<file path="src/rtl/atomic_counter_reader.sv">
// atomic_counter_reader: turns one host read command into an atomic low-word
// beat plus a high-word beat on the 32-bit counter port, tracks in-order acks
// with a timeout, and returns a coherent 64-bit snapshot over valid/ready.
// Optional feature macro: ATOMIC_RD_DELTA_EN (snapshot-to-snapshot delta output).
module atomic_counter_reader #(
    parameter int unsigned ACK_TIMEOUT = 4
) (
    input  logic        clk,
    input  logic        reset_n,
    input  logic        rd_valid_i,
    output logic        rd_ready_o,
    output logic        req_o,
    output logic        atomic_o,
    input  logic        ack_i,
    input  logic [31:0] count_i,
    output logic        data_valid_o,
    output logic [63:0] data_o,
    input  logic        data_ready_i,
    output logic [63:0] delta_o,
    output logic        err_o
);

    localparam int unsigned WORD_W = 32;
    localparam int unsigned SNAP_W = 64;
    localparam int unsigned TMR_W  = 4;
    localparam int unsigned OUT_W  = 2;

    typedef enum logic [2:0] {
        IDLE     = 3'd0,
        ISSUE_LO = 3'd1,
        ISSUE_HI = 3'd2,
        WAIT     = 3'd3,
        RESP     = 3'd4
    } state_t;

    state_t             state;
    state_t             state_next;
    logic [OUT_W-1:0]   outstanding;
    logic [TMR_W-1:0]   timer;
    logic               got_lo;
    logic [WORD_W-1:0]  lo;

    logic               issue;
    logic               ack_ok;
    logic               stray;
    logic               tmr_en;
    logic               timeout;
    logic               resp_entry;

    logic               rd_ready_d;
    logic               req_d;
    logic               atomic_d;
    logic               data_valid_d;

    // Per-cycle events: beat issue, accepted/stray ack, timer expiry, RESP entry
    always_comb begin
        issue      = (state == ISSUE_LO) || (state == ISSUE_HI);
        ack_ok     = ack_i && (outstanding != '0);
        stray      = ack_i && (outstanding == '0);
        tmr_en     = (outstanding != '0) && !ack_i;
        timeout    = tmr_en && (timer == TMR_W'(ACK_TIMEOUT - 1));
        resp_entry = (state == WAIT) && ack_ok && got_lo;
    end

    // State register
    always_ff @(posedge clk or negedge reset_n) begin
        if (!reset_n) begin
            state <= IDLE;
        end else begin
            state <= state_next;
        end
    end

    // Next-state logic; timeout abandons the command from any waiting state
    always_comb begin
        state_next = state;
        case (state)
            IDLE:     if (rd_valid_i) state_next = ISSUE_LO;
            ISSUE_LO: state_next = ISSUE_HI;
            ISSUE_HI: state_next = timeout ? IDLE : WAIT;
            WAIT: begin
                if (timeout) begin
                    state_next = IDLE;
                end else if (resp_entry) begin
                    state_next = RESP;
                end
            end
            RESP:     if (data_ready_i) state_next = IDLE;
            default:  state_next = IDLE;
        endcase
    end

    // Output decode of the upcoming state, registered below so ports follow the state
    always_comb begin
        rd_ready_d   = 1'b0;
        req_d        = 1'b0;
        atomic_d     = 1'b0;
        data_valid_d = 1'b0;
        case (state_next)
            IDLE:     rd_ready_d   = 1'b1;
            ISSUE_LO: begin
                req_d    = 1'b1;
                atomic_d = 1'b1;
            end
            ISSUE_HI: req_d        = 1'b1;
            RESP:     data_valid_d = 1'b1;
            default:  ;
        endcase
    end

    // Registered state-decode outputs and the one-cycle error pulse
    always_ff @(posedge clk or negedge reset_n) begin
        if (!reset_n) begin
            rd_ready_o   <= 1'b1;
            req_o        <= 1'b0;
            atomic_o     <= 1'b0;
            data_valid_o <= 1'b0;
            err_o        <= 1'b0;
        end else begin
            rd_ready_o   <= rd_ready_d;
            req_o        <= req_d;
            atomic_o     <= atomic_d;
            data_valid_o <= data_valid_d;
            err_o        <= stray || timeout;
        end
    end

    // Outstanding-beat count and no-ack timer
    always_ff @(posedge clk or negedge reset_n) begin
        if (!reset_n) begin
            outstanding <= '0;
            timer       <= '0;
        end else begin
            if (timeout) begin
                outstanding <= '0;
            end else begin
                outstanding <= outstanding + OUT_W'(issue) - OUT_W'(ack_ok);
            end
            if (!tmr_en || timeout) begin
                timer <= '0;
            end else begin
                timer <= timer + TMR_W'(1);
            end
        end
    end

    // Ack ordering: first ack of a command is the low word, second the high word
    always_ff @(posedge clk or negedge reset_n) begin
        if (!reset_n) begin
            got_lo <= 1'b0;
            lo     <= '0;
            data_o <= '0;
        end else begin
            if (timeout || (state == IDLE)) begin
                got_lo <= 1'b0;
            end else if (ack_ok) begin
                got_lo <= !got_lo;
            end
            if (timeout) begin
                lo <= '0;
            end else if (ack_ok && !got_lo) begin
                lo <= count_i;
            end
            if (resp_entry) begin
                data_o <= {count_i, lo};
            end
        end
    end

`ifdef ATOMIC_RD_DELTA_EN
    logic [SNAP_W-1:0] prev;
    logic [SNAP_W-1:0] delta_q;

    // Delta against the last handed-off snapshot; wraps modulo 2^64
    always_ff @(posedge clk or negedge reset_n) begin
        if (!reset_n) begin
            prev    <= '0;
            delta_q <= '0;
        end else begin
            if (resp_entry) begin
                delta_q <= {count_i, lo} - prev;
            end
            if ((state == RESP) && data_ready_i) begin
                prev <= data_o;
            end
        end
    end

    assign delta_o = delta_q;
`else
    assign delta_o = SNAP_W'(0);
`endif

endmodule

</file>
<file path="config.mk">
export PLATFORM = sky130hd
export DESIGN_NAME = atomic_counter_reader
export DESIGN_NICKNAME = d
export VERILOG_FILES = /design/src/rtl/atomic_counter_reader.sv
export SDC_FILE = /design/constraint.sdc
export NUM_CORES = 1
export LEC_CHECK = 0
export CORE_MARGIN = 2
export CORE_UTILIZATION = 47
export CTS_CLUSTER_DIAMETER = 50
export DETAILED_ROUTE_END_ITERATION = 8
export GPL_TIMING_DRIVEN = 0
export HOLD_SLACK_MARGIN = 0.1
export PLACE_DENSITY_LB_ADDON = 0.12
export SLEW_MARGIN = 20
export SYNTH_ARGS = -nofsm -noshare
export SYNTH_HDL_FRONTEND = slang
export SYNTH_SLANG_ARGS = --single-unit
</file>
<file path="constraint.sdc">
create_clock -name clk -period 4.5 [get_ports clk]
set_input_delay 0.45 -clock clk [delete_from_list [all_inputs] [get_ports clk]]
set_output_delay 0.45 -clock clk [all_outputs]
set_load 0.05 [all_outputs]
</file>
# After elaboration in Yosys (flattened, before gate mapping)
# Cells that the tools add are included.
[classes]
reduce_logical = 21
n_mux = 16
n_eq_ne = 8
n_addsub = 3
[op_table]
columns = ["op", "n"]
rows = [
  ["$mux W32", 2],
  ["$pmux W3 S5", 1],
  ["$mux W3", 4],
  ["$eq A3 B2 Y1 const B", 3],
  ["$logic_and A1 B1 Y1", 7],
  ["$eq A3 B1 Y1 const B", 2],
  ["$eq A3 B3 Y1 const B", 2],
  ["$logic_not A3 Y1", 2],
  ["$mux W1", 6],
  ["$reduce_bool A2 Y1", 3],
  ["$add A4 B1 Y4 const B", 1],
  ["$eq A4 B2 Y1 const B", 1],
  ["$logic_or A1 B1 Y1", 4],
  ["$mux W2", 2],
  ["$mux W4", 1],
  ["$logic_not A1 Y1", 3],
  ["$add A2 B1 Y2", 1],
  ["$logic_not A2 Y1", 1],
  ["$reduce_or A2 Y1", 1],
  ["$sub A2 B1 Y2", 1],
]
[totals]
word_cells = 59
register_bits = 111

# Longest topological paths before layout
# Gate-level depths: netlist of run 1.
[depth]
ltp_word = 10
mapped_depth = 9

# Worst setup path before layout of run 1
# No wires, ideal clock.
[synth_timing]
path_kind = "register to register"
startpoint = "register outstanding[1]"
endpoint = "register outstanding[1]"
setup_ns = 0.086
stages_incl_launch_ff = 9
path_slack_ns = 2.710
required_ns = 4.414
period_less_slack_ns = 1.790
t_arrival_ns = 1.704
n_path_buf = 0
cell_sequence = "dfrtp_1 o21ai_0 inv_1 ha_1 inv_1 ha_1 xor2_1 and2_1 nor3_1"
[synth_between]
elab_chain_len = 4
word_cells_on_any_way = 7
classes_between = "2 x add/sub; 1 x mux; 4 x reduce/logical"
[synth_rtl]
columns = ["item", "line", "text"]
rows = [
  ["start, declared", "38", "logic [OUT_W-1:0] outstanding;"],
  ["start signal, assigned", "137", "outstanding <= outstanding + OUT_W'(issue) - OUT_W'(ack_ok);"],
  ["parallel branches: the longest is 3 deep, another holds $add A2 B1 Y2", "-", ""],
  ["$mux W2 *", "134", "if (timeout) begin"],
]
# Every way passes the cells marked *.
# A chain may end at the register's enable or synchronous reset.

# Final worst setup path of run 1
[layout_timing]
startpoint = "register rd_ready_o"
endpoint = "output port rd_ready_o"
[layout_rtl]
columns = ["item", "line", "text"]
rows = [
  ["start, declared", "11", "output logic rd_ready_o,"],
  ["start signal, assigned", "120", "rd_ready_o <= rd_ready_d;"],
]
# No word-level cell between the ends.

==> summary.md, run 1 <==
| Metric | Value |
|---|---|
| Fin crit period | `2.13 ns` |
| DRC viols | `0` |
| # IOs | `170` |
| Antenna diodes | `0` |
| Port Buffers | `105` |
| Xor/xnor share of the synthesized area | `0.00895` |
| Final hold violations | `0` |
| Reg2reg setup slack | `2.46 ns` |
| Vias per cell | `4.47` |
| Largest net degree at the start of global routing | `67` |
| Number of global-route vias before repair | `2950` |
| Post-synth top area share | `0.563` |
| Crit-path leading delay family | `buffers and inverters` |
| Setup crit start | `rd_ready_o$_DFF_PN1_` |
| Yosys reg bits | `111` |
| Core footprint | `0.0102 mm^2` |
| Detailed placement HPWL | `6720 um` |
| Initial antenna violation count | `0` |
| Max incr delay on CP | `0.79 ns` |
| Net Sw Power | `2.26 mW` |
| FP Rows | `37` |
| Final setup violation count | `0` |
| Num Clock Sinks | `111` |
| GRT Residual Overflow | `0` |
| Post-Synth Simple-Gate Area | `0.0307` |
| GRT Overall Usage | `0.174` |
| GP Congestion | `0.704` |
| Starting Density | `0.478` |
| Min-Delay Path Class | `flip-flop to flip-flop` |
| Post-synthesis compound-gate area fraction | `0.0759` |
| Postcts setup bufs | `0` |
| Switching Fraction | `0.439` |
| Post-synth EDFFs | `0` |
| Arrival time at the worst endpoint | `1.68 ns` |
| Max-cap violations | `0` |
| Fraction of layout cells with a size suffix above 1 | `0.321` |
| Die Y | `106 um` |
| FF+latch area | `0.00278 mm^2` |
| Reg2reg start | `outstanding[1]$_DFF_PN0_` |
| Max transition margin | `0.615` |
| Share of power burned in combinational logic | `0.550` |
| Worst r2r dst | `outstanding[1]$_DFF_PN0_` |
| Worst setup endpoint | `rd_ready_o` |
| Final nets | `557` |
| Worst-Skew Late Latency | `0.37 ns` |
| Status | `finished clean` |
| Register area share after synthesis | `0.568` |
| Final Skew | `0.0206 ns` |
| FFs w/ async S/R, synth | `1.00` |
| Synth Area in Adders | `0.00767` |
| Via count | `2937` |
| Final period util | `0.473` |
| VDD IR max | `0.499 mV` |
| Endpoint type of the worst setup path | `primary output` |
| Worst-path clk slew | `0.10 ns` |
| Synth-to-Final Area Change | `34.5%` |
| Multi-input logic area | `0.00171 mm^2` |
| Crit path cell chain | `clkdlybuf4s50_1` |
| 1st-pass router iterations | `4` |
| Crit-path max FO | `1` |
| Ys Warns | `0` |
| Die Wd | `106 um` |
| Clock Path Buffers | `2` |
| RSZ-0062 raised after global routing | `false` |
| Pleak | `3.19 nW` |
| Global-route wire length before repair | `15300 um` |
| Antenna Nets Post-Route | `0` |
| Netlist cell types | `31` |
| Type of origin of the critical path | `flip-flop` |
| Final core occ | `0.644` |
| Layout fillers | `780` |
| Netlist Area Pre-Place | `0.00489 mm^2` |
| Synth Flop Type | `dfrtp_1` |
| Die ar. | `0.0112 mm^2` |
| CTS tree | `done` |
| Internal | `2.88 mW` |
| Hold WS | `0.477 ns` |
| H-tree depth | `3` |
| Synth Area per Inst | `14.6 um^2` |
| Pwr dens | `781 mW/mm^2` |
| Cell taking the most area after synthesis | `dfrtp_1` |
| CP Buf/Inv Count | `1` |
| Worst EP required | `4.05 ns` |
| Wire per inst | `14.4 um` |
| Mapped Cells | `336` |
| TritonCTS Buffers | `9` |
| Setup TNS | `0 ns` |
| Reg2reg path depth | `8` |
| Post-synthesis mux area share | `0.176` |
| Synth area leaders | `dfrtp_1, mux2_4, buf_4` |
| Root buffer selected by CTS | `clkbuf_8` |
| Worst path slowest cell | `clkdlybuf4s50_1` |
| Final Routed Wirelength | `9450 um` |
| Max-slew violations | `0` |
| Worst Tran Pin Value | `0.576 ns` |
| Number of cells on the critical path | `1` |
| Clk pwr share | `0.115` |
| Reg power frac | `0.335` |
| Crit Path Class | `flip-flop to primary output` |
| Starting DRT DRC Count | `61` |
| Largest family of logic cells by synthesized area | `multiplexers` |
| Fmax | `0.470 GHz` |
## cell type report
class	count	area share
flip-flops and latches	111	0.422
multi-input cells	206	0.259
repair buffers	107	0.166
plain buffers	79	0.0962
well taps	136	0.0258
clock buffers	9	0.0188
clock inverters	6	0.0106
inverters	3	0.00171
## worst min path at each step
stage                            start                     end  slack [ns]  depth (start not counted)
global route        timer[0]$_DFF_PN0_      timer[0]$_DFF_PN0_        0.51                          1
detailed placement             reset_n  data_o[17]$_DFFE_PN0P_        0.41                          1
global placement    timer[0]$_DFF_PN0_      timer[0]$_DFF_PN0_        0.45                          1
floorplan                      reset_n      atomic_o$_DFF_PN0_        0.15                          0
finish              timer[0]$_DFF_PN0_      timer[0]$_DFF_PN0_        0.48                          1
CTS                 timer[0]$_DFF_PN0_      timer[0]$_DFF_PN0_        0.49                          1
## metrics by stage
stage	setup WS (ns)	std cells	cell area, um^2	total power, mW
3_5_place_dp	2.16	641	6380	4.58
4_1_cts	2.35	657	6580	5.19
6_report	2.37	657	6580	5.14
2_1_floorplan	2.71	399	5130	3.73
5_1_grt	2.30	657	6580	5.40
3_3_place_gp	-1.22	640	6350	4.52
## Yosys cell counts, types with 2 or more instances
library cell	instances
and2_1	4
xnor2_1	2
nand2_1	3
nor3_1	7
dfrtp_1	110
nor3b_1	2
inv_1	3
buf_2	7
a21o_1	2
a31o_2	2
buf_12	4
xor2_1	3
buf_4	67
mux2_4	38
nand2b_1	2
nor2_1	7
a22o_1	32
mux2_2	26
ha_1	3
## cells in the final DEF, fill, tap and decap left out, types with 3 or more instances in the layout
cell type,count
buf_2,7
dfrtp_1,110
xor2_1,3
mux2_4,38
clkinvlp_4,3
conb_1,64
a22o_1,32
clkdlybuf4s50_1,104
inv_1,3
buf_4,67
mux2_2,26
nand2_1,3
ha_1,3
nor2_1,7
buf_12,4
and2_1,4
nor3_1,7
clkbuf_8,9
## sequential cells by signal (all words and copies together), names as in the netlist
| register | flops |
|---|---|
| state | 3 |
| lo | 32 |
| err_o | 1 |
| outstanding | 2 |
| got_lo | 1 |
| data_o | 64 |
| data_valid_o | 1 |
| req_o | 1 |
| timer | 4 |
| rd_ready_o | 1 |
| atomic_o | 1 |
## per-layer routing
metal,GRT usage,vias to the layer above,routed length (um)
met1,0.234,1447,4250
li1,-,1405,-
met4,0.0564,0,55
met2,0.278,81,4670
met3,0.0417,4,479
met5,0,-,0
## logic make-up after synthesis
family	after synthesis
AO/OA/AOI/OAI	42
XOR/XNOR	5
adder cells (fa/ha/maj)	3
buffers and inverters	82
flip-flops	111
multiplexers	64
other	1
AND/OR/NAND/NOR	28
## power by group through the flow
stage | clock, mW | sequential (mW) | combinational [mW]
2_1_floorplan | 0 | 2.69 | 1.04
3_3_place_gp | 0 | 1.72 | 2.81
3_5_place_dp | 0 | 1.74 | 2.84
4_1_cts | 0.607 | 1.73 | 2.86
5_1_grt | 0.646 | 1.78 | 2.97
6_report | 0.590 | 1.72 | 2.83
## repair_timing
action | in CTS | in global routing
hold buffers | 1 | 0
endpoints found under the hold margin | 44 | 0
resized for setup | 0 | 0
Power figures use the tool's default switching activity.
==> run 2: changes to the inputs <==
Settings changed: CORE_UTILIZATION 47 to 45.
Clock period 4.5 ns to 2 ns, I/O delays scaled along.
==> run 2 against run 1 <==
Final area increased by 0.53%. Global-route usage decreased by 1.1 points. Clock power rose by 140%. First-iteration DRC count increased by 74%. Sequential power is 130% higher. Flip-flop and latch count unchanged. Via count decreased by 0.92%. Total power up 130%. Die area up 4.3%. Cell count is 0.76% higher. Clock skew down 0.0073 ns. Core utilization shrank 2.8 points. Critical endpoint unchanged. Largest cell class unchanged. Highest routed layer unchanged.
==> summary.md, run 2 (synthesized netlist as in run 1, its figures left out) <==
| Metric | Value |
|---|---|
| Status | `finished clean (unchanged)` |
| Worst setup endpoint | `rd_ready_o (unchanged)` |
| GRT Residual Overflow | `0 (unchanged)` |
| Max-slew violations | `0 (unchanged)` |
| Detailed placement HPWL | `6540 um (was 6720 um)` |
| Fraction of layout cells with a size suffix above 1 | `0.326 (was 0.321)` |
| Final core occ | `0.616 (was 0.644)` |
| Setup crit start | `rd_ready_o$_DFF_PN1_ (unchanged)` |
| Crit Path Class | `flip-flop to primary output (unchanged)` |
| Fin crit period | `1.89 ns` |
| Multi-input logic area | `0.00172 mm^2 (was 0.00171 mm^2)` |
| Die ar. | `0.0117 mm^2 (was 0.0112 mm^2)` |
| Switching Fraction | `0.435 (was 0.439)` |
| Final nets | `557 (unchanged)` |
| Max FFs per register | `64 (unchanged)` |
| Max-cap violations | `0 (unchanged)` |
| Synth-to-Final Area Change | `35.3% (was 34.5%)` |
| Type of origin of the critical path | `flip-flop (unchanged)` |
| CP Buf/Inv Count | `1 (unchanged)` |
| Final Routed Wirelength | `9210 um (was 9450 um)` |
| Crit-path max FO | `1 (unchanged)` |
| GRT Overall Usage | `0.163 (was 0.174)` |
| Clk pwr share | `0.121 (was 0.115)` |
| Worst-Skew Late Latency | `0.37 ns (about the same)` |
| Reg2reg path depth | `8 (unchanged)` |
| Arrival time at the worst endpoint | `1.69 ns (was 1.68 ns)` |
| Crit path cell chain | `clkdlybuf4s50_1 (unchanged)` |
| Postcts setup bufs | `0 (unchanged)` |
| Number of global-route vias before repair | `2897 (was 2950)` |
| Min-Delay Path Class | `input port to async pin (was flip-flop to flip-flop)` |
| Endpoint type of the worst setup path | `primary output (unchanged)` |
| CTS tree | `done (unchanged)` |
| Most common cell after layout, fill and taps aside | `dfrtp_1 (unchanged)` |
| Via count | `2910 (was 2937)` |
| Vias per cell | `4.40 (was 4.47)` |
| Die Wd | `108 um (was 106 um)` |
| Setup TNS | `0 ns (unchanged)` |
| GP Congestion | `0.768 (was 0.704)` |
| Worst EP required | `1.80 ns (was 4.05 ns)` |
| Largest net degree at the start of global routing | `69 (was 67)` |
| Pleak | `3.21 nW (was 3.19 nW)` |
| Starting Density | `0.455 (was 0.478)` |
| Core footprint | `0.0107 mm^2 (was 0.0102 mm^2)` |
| Largest registers | `data_o: 64 flops, lo: 32 flops, timer: 4 flops (unchanged)` |
| VDD IR max | `0.870 mV (was 0.499 mV)` |
| FP Rows | `38 (was 37)` |
| H-tree depth | `3 (unchanged)` |
| FF+latch area | `0.00278 mm^2 (unchanged)` |
| Most frequent cells in the layout | `dfrtp_1, clkdlybuf4s50_1, buf_4, conb_1, mux2_4 (unchanged)` |
| RSZ-0062 raised after global routing | `false (unchanged)` |
| Antenna diodes | `0 (unchanged)` |
| Reg with most FFs | `data_o (unchanged)` |
| Final setup violation count | `0 (unchanged)` |
| Worst r2r dst | `outstanding[1]$_DFF_PN0_ (unchanged)` |
| Wire per inst | `13.9 um (was 14.4 um)` |
| Reg2reg setup slack | `0.22 ns (was 2.46 ns)` |
| Reg power frac | `0.333 (was 0.335)` |
| Number of cells on the critical path | `1 (unchanged)` |
| Die Y | `108 um (was 106 um)` |
| Num Clock Sinks | `111 (unchanged)` |
| Net Sw Power | `5.05 mW (was 2.26 mW)` |
| Hold WS | `0.305 ns (was 0.477 ns)` |
| TritonCTS Buffers | `9 (unchanged)` |
| Final hold violations | `0 (unchanged)` |
| Port Buffers | `105 (unchanged)` |
| Antenna Nets Post-Route | `0 (unchanged)` |
| Starting DRT DRC Count | `106 (was 61)` |
| Crit-path leading delay family | `buffers and inverters (unchanged)` |
| Pwr dens | `1750 mW/mm^2 (was 781 mW/mm^2)` |
| Worst path slowest cell | `clkdlybuf4s50_1 (unchanged)` |
| Reg2reg start | `outstanding[1]$_DFF_PN0_ (unchanged)` |
| Share of power burned in combinational logic | `0.545 (was 0.550)` |
| Final Skew | `0.0133 ns (was 0.0206 ns)` |
| 1st-pass router iterations | `4 (unchanged)` |
| Max transition margin | `0.644 (was 0.615)` |
| DRC viols | `0 (unchanged)` |
| Worst Tran Pin Value | `0.532 ns (was 0.576 ns)` |
| Initial antenna violation count | `0 (unchanged)` |
| Root buffer selected by CTS | `clkbuf_8 (unchanged)` |
| Max incr delay on CP | `0.79 ns (about the same)` |
| Layout fillers | `877 (was 780)` |
| Internal | `6.56 mW (was 2.88 mW)` |
| Clock Path Buffers | `2 (unchanged)` |
| Global-route wire length before repair | `14800 um (was 15300 um)` |
| Final period util | `0.943` |
| # IOs | `170 (unchanged)` |
| Worst-path clk slew | `0.11 ns (was 0.10 ns)` |
| Fmax | `0.530 GHz` |
==> run 2: cell types whose count changed in the layout (fill, tap and decap cells not counted), sizes merged <==
| cell | delta |
|---|---|
| clkbuf | +2 |
| clkinv | +1 |
| clkinvlp | -2 |
==> run 2: power groups by stage <==
| stage | clock [mW] | sequential, mW | combinational (mW) |
|---|---|---|---|
| 2_1_floorplan | 0 | 6.05 | 2.34 |
| 3_3_place_gp | 0 | 3.88 | 6.30 |
| 3_5_place_dp | 0 | 3.90 | 6.37 |
| 4_1_cts | 1.45 | 3.87 | 6.40 |
| 5_1_grt | 1.54 | 4.02 | 6.66 |
| 6_report | 1.41 | 3.87 | 6.33 |
==> run 2: timing repair <==
action                                  CTS  global route
hold buffers                              1             0
endpoints found under the setup margin    0             4
gates resized for setup                   0             3
hold endpoints to repair                 43             0
==> run 2: layout make-up <==
cell class | count | share of cell area
tap | 140 | 0.0265
inverter | 3 | 0.00170
buffer | 79 | 0.0957
clock buffer | 11 | 0.0229
sequential | 111 | 0.420
multi-input combinational | 206 | 0.259
timing repair buffer | 107 | 0.165
clock inverter | 5 | 0.00964
==> run 2: how the worst min path moves through the flow <==
| stage | to |
|---|---|
| global route | data_o[47]$_DFFE_PN0P_ |
| finish | data_o[47]$_DFFE_PN0P_ |
| CTS | data_o[47]$_DFFE_PN0P_ |
| detailed placement | data_o[47]$_DFFE_PN0P_ |
| global placement | timer[0]$_DFF_PN0_ |
| floorplan | atomic_o$_DFF_PN0_ |
==> run 2: stage by stage <==
stage	setup slack (ns)	cells	cell area, um^2	total power [mW]
finish	0.115	662	6620	11.6
global route	0.0561	662	6620	12.2
CTS	0.00970	662	6610	11.7
detailed placement	-0.0781	645	6380	10.3
global placement	-3.43	644	6360	10.2
floorplan	0.210	399	5130	8.39
==> run 2: routing by layer <==
| metal | wire [um] | vias up | track usage |
|---|---|---|---|
| met5 | 0 | - | 0 |
| met1 | 4250 | 1411 | 0.221 |
| met2 | 4180 | 97 | 0.250 |
| met3 | 676 | 6 | 0.0585 |
| li1 | - | 1396 | - |
| met4 | 97 | 0 | 0.0385 |
==> RTL change, RTL diff (flow settings as in run 2) <==
Set the localparam `TMR_W` to 3 (it was 4).
--- a/src/rtl/atomic_counter_reader.sv
+++ b/src/rtl/atomic_counter_reader.sv
@@ -23,5 +23,5 @@
     localparam int unsigned WORD_W = 32;
     localparam int unsigned SNAP_W = 64;
-    localparam int unsigned TMR_W  = 4;
+    localparam int unsigned TMR_W  = 3;
     localparam int unsigned OUT_W  = 2;
 
Formal check against the unedited RTL: same outputs for any inputs over 10 cycles, from zero or initial values and one cycle with reset_n low; that may be too few to reach the edited logic, so the function may still have changed.
==> RTL change against run 2 <==
Sequential power down 2%; worst setup slack gained 0.0051 ns; combinational power down 5.5%; highest routed layer unchanged; design area is 2.3% lower; synthesized area fell by 2.6%; wire length is 5.2% higher; critical path type unchanged; sequential cell count decreased by 1; power decreased by 4.1%; largest cell class unchanged; synthesized cell count is 18% higher; maximum frequency increased by 0.27%; cell count up 8.2%.
==> RTL change: results (changes against run 2) <==
[global_routing]
grt_pass1_vias = 3178  ; was 2897
track_usage = 0.175  ; was 0.163
met1_usage = 0.235  ; was 0.221
use_met2 = 0.289  ; was 0.250
grt_max_degree = 82  ; was 69
grt_util_met3 = 0.0365  ; was 0.0585

[pwr]
power_density_nw_per_um2 = 1720  ; was 1750 nW/µm²
leakage_uw = 0.00309  ; was 0.00321 µW
irDropWorstVdd_mv = 0.931  ; was 0.870 mV

[cells_and_area]
multi_input_area_share = 0.253  ; was 0.259
inverters = 4  ; was 3
nFillCells = 827  ; was 877
seqCellArea_um2 = 2760  ; was 2780 µm²
clock_tree_area_fraction = 0.0316  ; was 0.0325
layout-drive-gt1-share = 0.224  ; was 0.326
multi_input_comb_cells = 261  ; was 206
design.seq.count = 110  ; was 111
clkbuf_count = 9  ; was 11
buffers_excl_clock = 189  ; was 186
final_cells = 716  ; was 662
fin_nets = 616  ; was 557
reg_top3 = data_o x64, lo x32  ; was data_o x64, lo x32, timer x4

[route]
wl_per_cell_um = 13.5  ; was 13.9 µm
drt_iter0_markers = 67  ; was 106
drt-met1-wl_mm = 4.22  ; was 4.25 mm
dr_wl_met3_um = 525  ; was 676 µm
routed-wl-met2_mm = 4.86  ; was 4.18 mm
viasPerCell = 4.44  ; was 4.40
top_layer = met4  ; unchanged

[placement]
dpl.cell_count = 699  ; was 645
io_buffers = 104  ; was 105
hpwl_mm = 7.06  ; was 6.54 mm
gp_congestion = 0.825  ; was 0.768
placed_cell_area_um2 = 6240  ; was 6380 µm²

[worst_hold_path]
min_path_type = in -> reg  ; was in -> async

[synthesis]
synth_commonest_cells = dfrtp_1 (109), nand2_1 (69), buf_4 (65), mux2_1 (39), mux2_2 (25)  ; was dfrtp_1 (110), buf_4 (67), mux2_4 (38), a22o_1 (32), mux2_2 (26)
avgSynthCellArea_um2 = 12.1  ; was 14.6 µm²
ys_types = 34  ; was 31
synth_xor_xnor_area_share = 0.00368  ; was 0.00895
synth_compound_area_frac = 0.0452  ; was 0.0759
synth_adder_area_share = 0.0105  ; was 0.00767
synth_area_leaders = dfrtp_1 (57%), buf_4 (10%), mux2_1 (9.2%), mux2_2 (5.9%), nand2_1 (5.4%)  ; was dfrtp_1 (56%), mux2_4 (12%), buf_4 (10%), mux2_2 (6.0%), a22o_1 (5.7%)

[sta]
holdWs_ns = 0.122  ; was 0.305 ns
skew_ns = 0.0121  ; was 0.0133 ns
max_slew_margin = 0.637  ; was 0.644

[critical_path]
r2r_slack_ns = 0.13  ; was 0.22 ns
r2r_start = outstanding[1]  ; unchanged
cp.arrival_ns = 1.68
rr_worst_depth = 7  ; was 8

[floorplanning]
dieArea_um2 = 11400  ; was 11700 µm²

[outcome]
status = complete, no violations  ; unchanged

RTL change: cell types whose count changed after synthesis, sizes merged, moves of 4 or more:
cell / run 2 / this run
nand2: 3 / 69
a22o: 32 / 0
o21ai: 1 / 32
clkbuf: 0 / 5
nor2: 7 / 3
nor3: 7 / 3
RTL change: report_power, final:
part	switching [µW]	total [µW]	leakage, µW	internal [µW]
registers	540	3810	0.00136	3270
logic	3820	5980	0.00163	2160
clock network	758	1360	0.000102	597
total	5120	11100	0.00309	6020
RTL change: how the worst max path moves through the flow:
stage / from / to / slack, ns / cells past startpoint
after floorplan: state[1] / outstanding[1] / 0.25 / 8
after global placement: reset_n / data_o[25] / -3.35 / 1
after detailed placement: outstanding[1] / data_o[13] / 0.13 / 5
after CTS: rd_ready_o / rd_ready_o / 0.09 / 1
after global routing: state[1] / outstanding[1] / 0.01 / 8
final: rd_ready_o / rd_ready_o / 0.12 / 1
